## config.mk

```make
export PLATFORM = sky130hd
export DESIGN_NAME = regbus_host_flat
export DESIGN_NICKNAME = d
export VERILOG_FILES = /design/src/rtl/regbus_pkg.sv /design/src/rtl/regbus_host_if.sv /design/src/rtl/regbus_host.sv /design/src/flat_wrapper.sv
export SDC_FILE = /design/constraint.sdc
export NUM_CORES = 1
export LEC_CHECK = 0
export CAP_MARGIN = 15
export CORE_MARGIN = 1.5
export CORE_UTILIZATION = 46
export DETAILED_ROUTE_END_ITERATION = 8
export HOLD_SLACK_MARGIN = 0.05
export PLACE_DENSITY_LB_ADDON = 0.2
export SKIP_LAST_GASP = 1
export SLEW_MARGIN = 10
export SYNTH_ARGS = -nofsm -noshare
export SYNTH_HDL_FRONTEND = slang
export SYNTH_SLANG_ARGS = --single-unit
export TNS_END_PERCENT = 50
```

## constraint.sdc

```tcl
create_clock -name clk -period 2.1 [get_ports clk]
set_input_delay 0.63 -clock clk [delete_from_list [all_inputs] [get_ports clk]]
set_output_delay 0.63 -clock clk [all_outputs]
set_load 0.03 [all_outputs]
```

## src/rtl/regbus_pkg.sv

```systemverilog
// Shared types and constants for the RS/RW/EN sensor register bus host.
package regbus_pkg;

    typedef enum logic [2:0] {IDLE, ADDR, DATA, CAPT, RESP} state_t;

    localparam logic [5:0] STA       = 6'd0;
    localparam logic [5:0] TMPH      = 6'd1;
    localparam logic [5:0] TMPL      = 6'd2;
    localparam logic [5:0] CTL       = 6'd5;
    localparam logic [5:0] OFS_1     = 6'd8;
    localparam logic [5:0] OFS_0     = 6'd9;
    localparam logic [5:0] GAIN3_SHA = 6'd19;

    localparam logic [5:0] ADDR_MAX_DEF = 6'd30;
    localparam logic [5:0] WR_MIN_DEF   = 6'd5;

    localparam logic RS_ADDR  = 1'b0;
    localparam logic RS_DATA  = 1'b1;
    localparam logic RW_READ  = 1'b0;
    localparam logic RW_WRITE = 1'b1;

    typedef struct packed {
        logic       en;
        logic       rs;
        logic       rw;
        logic [7:0] data;
    } bus_t;

    // Bus pins for the cycle spent in state s; anything but ADDR/DATA leaves the bus idle.
    function automatic bus_t bus_cycle(state_t s, logic [5:0] a, logic wr, logic [7:0] b);
        bus_t r;
        r = '0;
        case (s)
            ADDR: r = '{en: 1'b1, rs: RS_ADDR, rw: RW_WRITE, data: {2'b00, a}};
            DATA: r = '{en: 1'b1, rs: RS_DATA, rw: wr, data: (wr ? b : 8'h00)};
            default: r = '0;
        endcase
        return r;
    endfunction

endpackage

```

## src/rtl/regbus_host_if.sv

```systemverilog
// Command/response port between the on-chip controller and the register bus host.
interface regbus_host_if;
    logic        cmd_valid;
    logic        cmd_ready;
    logic        cmd_write;
    logic        cmd_pair;
    logic [5:0]  cmd_addr;
    logic [15:0] cmd_wdata;
    logic        rsp_valid;
    logic        rsp_ready;
    logic [15:0] rsp_rdata;
    logic        rsp_err;

    modport master (
        output cmd_valid, cmd_write, cmd_pair, cmd_addr, cmd_wdata, rsp_ready,
        input  cmd_ready, rsp_valid, rsp_rdata, rsp_err
    );

    modport slave (
        input  cmd_valid, cmd_write, cmd_pair, cmd_addr, cmd_wdata, rsp_ready,
        output cmd_ready, rsp_valid, rsp_rdata, rsp_err
    );
endinterface

```

## src/rtl/regbus_host.sv

```systemverilog
// Sole master of the sensor register bus: sequences address/data cycles for
// byte and byte-pair commands and returns read data or an error response.
module regbus_host
    import regbus_pkg::*;
#(
    parameter bit         ADDR_CACHE_EN = 1'b1,
    parameter logic [5:0] ADDR_MAX      = ADDR_MAX_DEF,
    parameter logic [5:0] WR_MIN        = WR_MIN_DEF
) (
    input  logic         clk,
    input  logic         reset,
    regbus_host_if.slave host,
    output logic         bus_en,
    output logic         bus_rs,
    output logic         bus_rw,
    output logic [7:0]   bus_data_out,
    input  logic [7:0]   bus_data_in
);

    state_t      state;
    logic [5:0]  addr;
    logic [5:0]  cache_addr;
    logic        cache_vld;
    logic        write;
    logic        pair;
    logic        second;
    logic [15:0] wdata;
    bus_t        bus_q;

    logic        accept;
    logic        cmd_bad;
    logic        cmd_hit;
    logic        next_hit;
    logic        more;
    logic [5:0]  next_addr;
    logic [7:0]  first_byte;
    logic [7:0]  cur_byte;

    function automatic logic cache_hit(logic vld, logic [5:0] cached, logic [5:0] a);
        return ADDR_CACHE_EN && vld && (cached == a);
    endfunction

    assign accept     = host.cmd_valid && host.cmd_ready;
    assign cmd_bad    = (host.cmd_addr > ADDR_MAX)
                     || (host.cmd_pair && (host.cmd_addr > (ADDR_MAX - 6'd1)))
                     || (host.cmd_write && (host.cmd_addr < WR_MIN));
    assign cmd_hit    = cache_hit(cache_vld, cache_addr, host.cmd_addr);
    assign next_addr  = addr + 6'd1;
    assign next_hit   = cache_hit(cache_vld, cache_addr, next_addr);
    assign more       = pair && !second;
    assign first_byte = host.cmd_pair ? host.cmd_wdata[15:8] : host.cmd_wdata[7:0];
    assign cur_byte   = more ? wdata[15:8] : wdata[7:0];

    assign bus_en       = bus_q.en;
    assign bus_rs       = bus_q.rs;
    assign bus_rw       = bus_q.rw;
    assign bus_data_out = bus_q.data;

    // Bus pins are loaded on the edge that enters ADDR/DATA, so they always match the registered state.
    always_ff @(posedge clk) begin
        if (reset) begin
            state          <= IDLE;
            host.cmd_ready <= 1'b0;
            host.rsp_valid <= 1'b0;
            host.rsp_rdata <= 16'h0000;
            host.rsp_err   <= 1'b0;
            bus_q          <= '0;
            cache_vld      <= 1'b0;
        end else begin
            bus_q <= '0;
            case (state)
                IDLE: begin
                    host.cmd_ready <= 1'b1;
                    if (accept) begin
                        host.cmd_ready <= 1'b0;
                        host.rsp_rdata <= 16'h0000;
                        host.rsp_err   <= cmd_bad;
                        write          <= host.cmd_write;
                        pair           <= host.cmd_pair;
                        wdata          <= host.cmd_wdata;
                        addr           <= host.cmd_addr;
                        second         <= 1'b0;
                        if (cmd_bad) begin
                            state          <= RESP;
                            host.rsp_valid <= 1'b1;
                        end else begin
                            state <= cmd_hit ? DATA : ADDR;
                            bus_q <= bus_cycle(cmd_hit ? DATA : ADDR, host.cmd_addr,
                                               host.cmd_write, first_byte);
                        end
                    end
                end
                ADDR: begin
                    cache_addr <= addr;
                    cache_vld  <= 1'b1;
                    state      <= DATA;
                    bus_q      <= bus_cycle(DATA, addr, write, cur_byte);
                end
                DATA, CAPT: begin
                    // The slave drives data_out from the edge closing DATA, so sample it in CAPT.
                    if (state == CAPT) begin
                        if (more) host.rsp_rdata[15:8] <= bus_data_in;
                        else      host.rsp_rdata[7:0]  <= bus_data_in;
                    end
                    if (state == DATA && !write) begin
                        state <= CAPT;
                    end else if (more) begin
                        addr   <= next_addr;
                        second <= 1'b1;
                        state  <= next_hit ? DATA : ADDR;
                        bus_q  <= bus_cycle(next_hit ? DATA : ADDR, next_addr, write, wdata[7:0]);
                    end else begin
                        state          <= RESP;
                        host.rsp_valid <= 1'b1;
                    end
                end
                RESP: begin
                    if (host.rsp_ready) begin
                        host.rsp_valid <= 1'b0;
                        host.cmd_ready <= 1'b1;
                        state          <= IDLE;
                    end
                end
                default: state <= IDLE;
            endcase
        end
    end

endmodule

```

## src/flat_wrapper.sv

```systemverilog
// flat-port wrapper written by rule: the top's interface ports become plain ports
module regbus_host_flat import regbus_pkg::*;
#(
    parameter bit         ADDR_CACHE_EN = 1'b1,
    parameter logic [5:0] ADDR_MAX      = ADDR_MAX_DEF,
    parameter logic [5:0] WR_MIN        = WR_MIN_DEF
)
  (clk, reset, bus_en, bus_rs, bus_rw, bus_data_out, bus_data_in, host_cmd_valid, host_cmd_write, host_cmd_pair, host_cmd_addr, host_cmd_wdata, host_rsp_ready, host_cmd_ready, host_rsp_valid, host_rsp_rdata, host_rsp_err);
  regbus_host_if host_i ();
  input  logic clk;
  input  logic reset;
  output logic bus_en;
  output logic bus_rs;
  output logic bus_rw;
  output logic [7:0] bus_data_out;
  input  logic [7:0] bus_data_in;
  input wire logic [$bits(host_i.cmd_valid)-1:0] host_cmd_valid;
  input wire logic [$bits(host_i.cmd_write)-1:0] host_cmd_write;
  input wire logic [$bits(host_i.cmd_pair)-1:0] host_cmd_pair;
  input wire logic [$bits(host_i.cmd_addr)-1:0] host_cmd_addr;
  input wire logic [$bits(host_i.cmd_wdata)-1:0] host_cmd_wdata;
  input wire logic [$bits(host_i.rsp_ready)-1:0] host_rsp_ready;
  output wire logic [$bits(host_i.cmd_ready)-1:0] host_cmd_ready;
  output wire logic [$bits(host_i.rsp_valid)-1:0] host_rsp_valid;
  output wire logic [$bits(host_i.rsp_rdata)-1:0] host_rsp_rdata;
  output wire logic [$bits(host_i.rsp_err)-1:0] host_rsp_err;
  assign host_i.cmd_valid = host_cmd_valid;
  assign host_i.cmd_write = host_cmd_write;
  assign host_i.cmd_pair = host_cmd_pair;
  assign host_i.cmd_addr = host_cmd_addr;
  assign host_i.cmd_wdata = host_cmd_wdata;
  assign host_i.rsp_ready = host_rsp_ready;
  assign host_cmd_ready = host_i.cmd_ready;
  assign host_rsp_valid = host_i.rsp_valid;
  assign host_rsp_rdata = host_i.rsp_rdata;
  assign host_rsp_err = host_i.rsp_err;
  regbus_host #(.ADDR_CACHE_EN(ADDR_CACHE_EN), .ADDR_MAX(ADDR_MAX), .WR_MIN(WR_MIN)) u_core (.clk(clk), .reset(reset), .host(host_i), .bus_en(bus_en), .bus_rs(bus_rs), .bus_rw(bus_rw), .bus_data_out(bus_data_out), .bus_data_in(bus_data_in));
endmodule
```

==> flow_summary.toml <==
[pwr]
irDropWorstVdd_uv = 530.3
finalPower_mw = 2.862
p_seq_share_pct = 48.5
powerDensity_mw_per_mm2 = 654.3
clockPowerShare_pct = 38.0
p_int_mw = 2.148
power.switching_mw = 0.7141
leakagePower_nw = 1.679
switching_share_pct = 24.95
p_comb_share_pct = 13.5

[synth]
syn_area_mm2 = 0.003079
ys_warn_count = 0
synth-edff-count = 31
synth_xor_area_share_pct = 5.811
synthFlopType = "dfxtp_1"
synth_fa_ha_area_share_pct = 0.4063
synth_top_family_by_area = "simple AND/OR/NAND/NOR gates"
syn_avg_cell_area_um2 = 10.62
synth_mux_area_share_pct = 11.17
ys_async_sr_fraction_pct = 0
synth_seq_cells = 65
synth_cells = 290
yosys.area_share.simple_pct = 17.64
synth_compound_area_share_pct = 10.69
ys_types = 44
syn-num-nets = 327
yosysSeqAreaShare_pct = 52.34

[clocking]
cts_buffers = 9
h-tree-depth = 3
hold_buffers = 0
cts.sinks = 65
cts_buffer_depth = 2
insertion_delay_ps = 330
path_clk_slew_ps = 80
cts_tree = "done"
post-cts-setup-buffers = 0
cts_root_buffer = "clkbuf_8"

[setup_path]
critPathLaunchType = "input port"
r2r_cells = 8
crit_end = "u_core.bus_data_out[3]$_SDFF_PP0_"
path_max_fanout = 6
arrival_ps = 2370
crit-reg2reg-capture = "u_core.bus_data_out[3]$_SDFF_PP0_"
worst_ep_required_time_ps = 2380
end_kind = "register"
r2r_slack_ps = 100
crit_type = "in -> reg"
cp-startpoint = "host_cmd_addr[0]"
reg2reg_from = "u_core.addr[0]$_DFFE_PP_"

[timing]
maxSlewHeadroom_pct = 65.59
layout_min_cycle_time_ps = 2084
whs_ps = 503.7
setup_slack_ps = 16.38
finalSetupViolations = 0
worst_pin_slew_ps = 516.1
rsz0062_at_grt = "yes"
finalMaxSlewViolations = 0
max_freq_mhz = 479.9
fin_worst_skew_ps = 10.84
hold_violations = 0
timing.final.crit_share_pct = 99.22

[die]
die_w_um = 84.82
fp-row-count = 29
io_pins = 66
die_h_um = 84.82
start_util_pct = 47.94
core_area_mm2 = 0.006422
dieArea_mm2 = 0.007194

[cells_and_area]
layout_common_cells = "clkdlybuf4s50_1 (61), dfxtp_1 (34), buf_4 (31), edfxtp_1 (31)"
fill_cells = 486
syn_to_final_growth_pct = 42.06
layout_commonest_cell = "clkdlybuf4s50_1"
n_antenna_cell = 0
fin_area_mm2 = 0.004374
drive_gt1_share_pct = 19.04
fin_nets = 426

[placement]
hpwl_mm = 5.909
pre_cts_slack_ps = -364.6
gp_congestion = 0.9453
io_buffers = 65
place_area_mm2 = 0.004080

[outcome]
violations = "design-rule violations"
outcome = "complete, but fails checks"

[route]
ant_nets = 0
viasPerCell = 5.537
vias = 2608
wl_per_cell_um = 17.26
drt_iter0_drc = 168
drt_wl_total_mm = 8.128
drt_first_pass_iters = 7
drc_errors = 3

[grt]
grt_pass1_wl_mm = 13.05
antenna_found_initial = 0
grt-ovfl-total = 0
grt_max_degree = 21
grt_pass1_vias = 2602
grt_usage_pct = 23.27

[min_path]
hp-class = "reg -> reg"

[job]
max-cap-violations = 0
## power by group through the flow
| stage | combinational (mW) | sequential, mW | clock [mW] |
|---|---|---|---|
| 2_1_floorplan | 0.161 | 1.43 | 0 |
| 3_3_place_gp | 0.368 | 1.42 | 0 |
| 3_5_place_dp | 0.371 | 1.42 | 0 |
| 4_1_cts | 0.375 | 1.39 | 1.10 |
| 5_1_grt | 0.414 | 1.39 | 1.15 |
| 6_report | 0.386 | 1.39 | 1.09 |
## metrics by stage
step                cells  utilization (%)  setup TNS, ps
floorplan             290                -              0
global route          471            68.11         -12.73
finish                471            68.11              0
CTS                   471            67.02         -6.472
detailed placement    455            63.53         -10460
global placement      455            63.53          -9899
## flip-flops by register name (all words and copies together) (netlist names), 3 cells and up
signal,flops
u_core.addr,6
u_core.bus_data_out,8
u_core.cache_addr,6
u_core.host.rsp_rdata,16
u_core.state,3
u_core.wdata,16
## critical path, cell delays in order
cell and delay [ps]:
clkdlybuf4s50_1 550, xnor2_1 130, nand4_1 140, buf_4 210
nor4b_1 310, a21oi_1 80, o22ai_1 160, a22o_1 150
## routing by layer
layer	track usage, %	up-vias	routed length [um]
li1	-	1252	-
met2	37.38	93	3908
met5	0	-	0
met3	4.086	10	434
met4	7.154	0	76
met1	32.35	1253	3708
## area by class of cell
class	count	area (um2)	share of cell area, %
clock buffers	10	137.6	3.146
clock inverters	6	65.06	1.487
inverters	3	11.26	0.2574
multi-input cells	210	1491	34.10
flip-flops and latches	65	1612	36.84
well taps	77	96.34	2.203
repair buffers	100	960.9	21.97
## logic make-up (layout without fill, tap and decap cells)
logic type               count (synthesis)  count (layout)
AND/OR/NAND/NOR                        103             103
buffers and inverters                   15             119
multiplexers                            34              34
adder cells (fa/ha/maj)                  1               1
AO/OA/AOI/OAI                           54              54
flip-flops                              65              65
XOR/XNOR                                18              18
## cells in the mapped netlist, types with 3 or more instances
library cell | n | area [um2]
dfxtp_1 | 34 | 680.7
edfxtp_1 | 31 | 930.9
mux2i_1 | 31 | 310.3
nor2_1 | 30 | 112.6
nand2_1 | 27 | 101.4
a21oi_1 | 15 | 75.07
xnor2_1 | 12 | 105.1
clkbuf_1 | 9 | 33.78
and2_1 | 8 | 50.05
o22ai_1 | 8 | 50.05
nand3_1 | 7 | 35.03
o21ai_0 | 7 | 35.03
o21ai_1 | 7 | 35.03
a31oi_1 | 6 | 37.54
a22o_1 | 5 | 43.79
nand2b_1 | 5 | 31.28
nor4b_1 | 5 | 43.79
xor2_1 | 4 | 35.03
mux2_2 | 3 | 33.78
nor2_2 | 3 | 18.77
nor2b_1 | 3 | 18.77
nor3_1 | 3 | 15.01
## worst min-delay path by stage
stage | startpoint | end | slack, ps | cells after the start
global route | u_core.host.rsp_rdata[7]$_SDFFE_PP0P_ | u_core.host.rsp_rdata[7]$_SDFFE_PP0P_ | 530 | 2
global placement | u_core.host.rsp_rdata[14]$_SDFFE_PP0P_ | u_core.host.rsp_rdata[14]$_SDFFE_PP0P_ | 470 | 2
CTS | u_core.addr[5]$_DFFE_PP_ | u_core.cache_addr[5]$_DFFE_PP_ | 510 | 0
floorplan | u_core.addr[5]$_DFFE_PP_ | u_core.cache_addr[5]$_DFFE_PP_ | 470 | 0
detailed placement | u_core.host.rsp_rdata[8]$_SDFFE_PP0P_ | u_core.host.rsp_rdata[8]$_SDFFE_PP0P_ | 490 | 2
finish | u_core.host.rsp_rdata[12]$_SDFFE_PP0P_ | u_core.host.rsp_rdata[12]$_SDFFE_PP0P_ | 500 | 2
## what timing repair did
item                                    CTS  global route
resized for setup                         5            12
pin swaps                                 0             3
endpoints found under the setup margin    7            11
(Power assumes the default switching activity.)
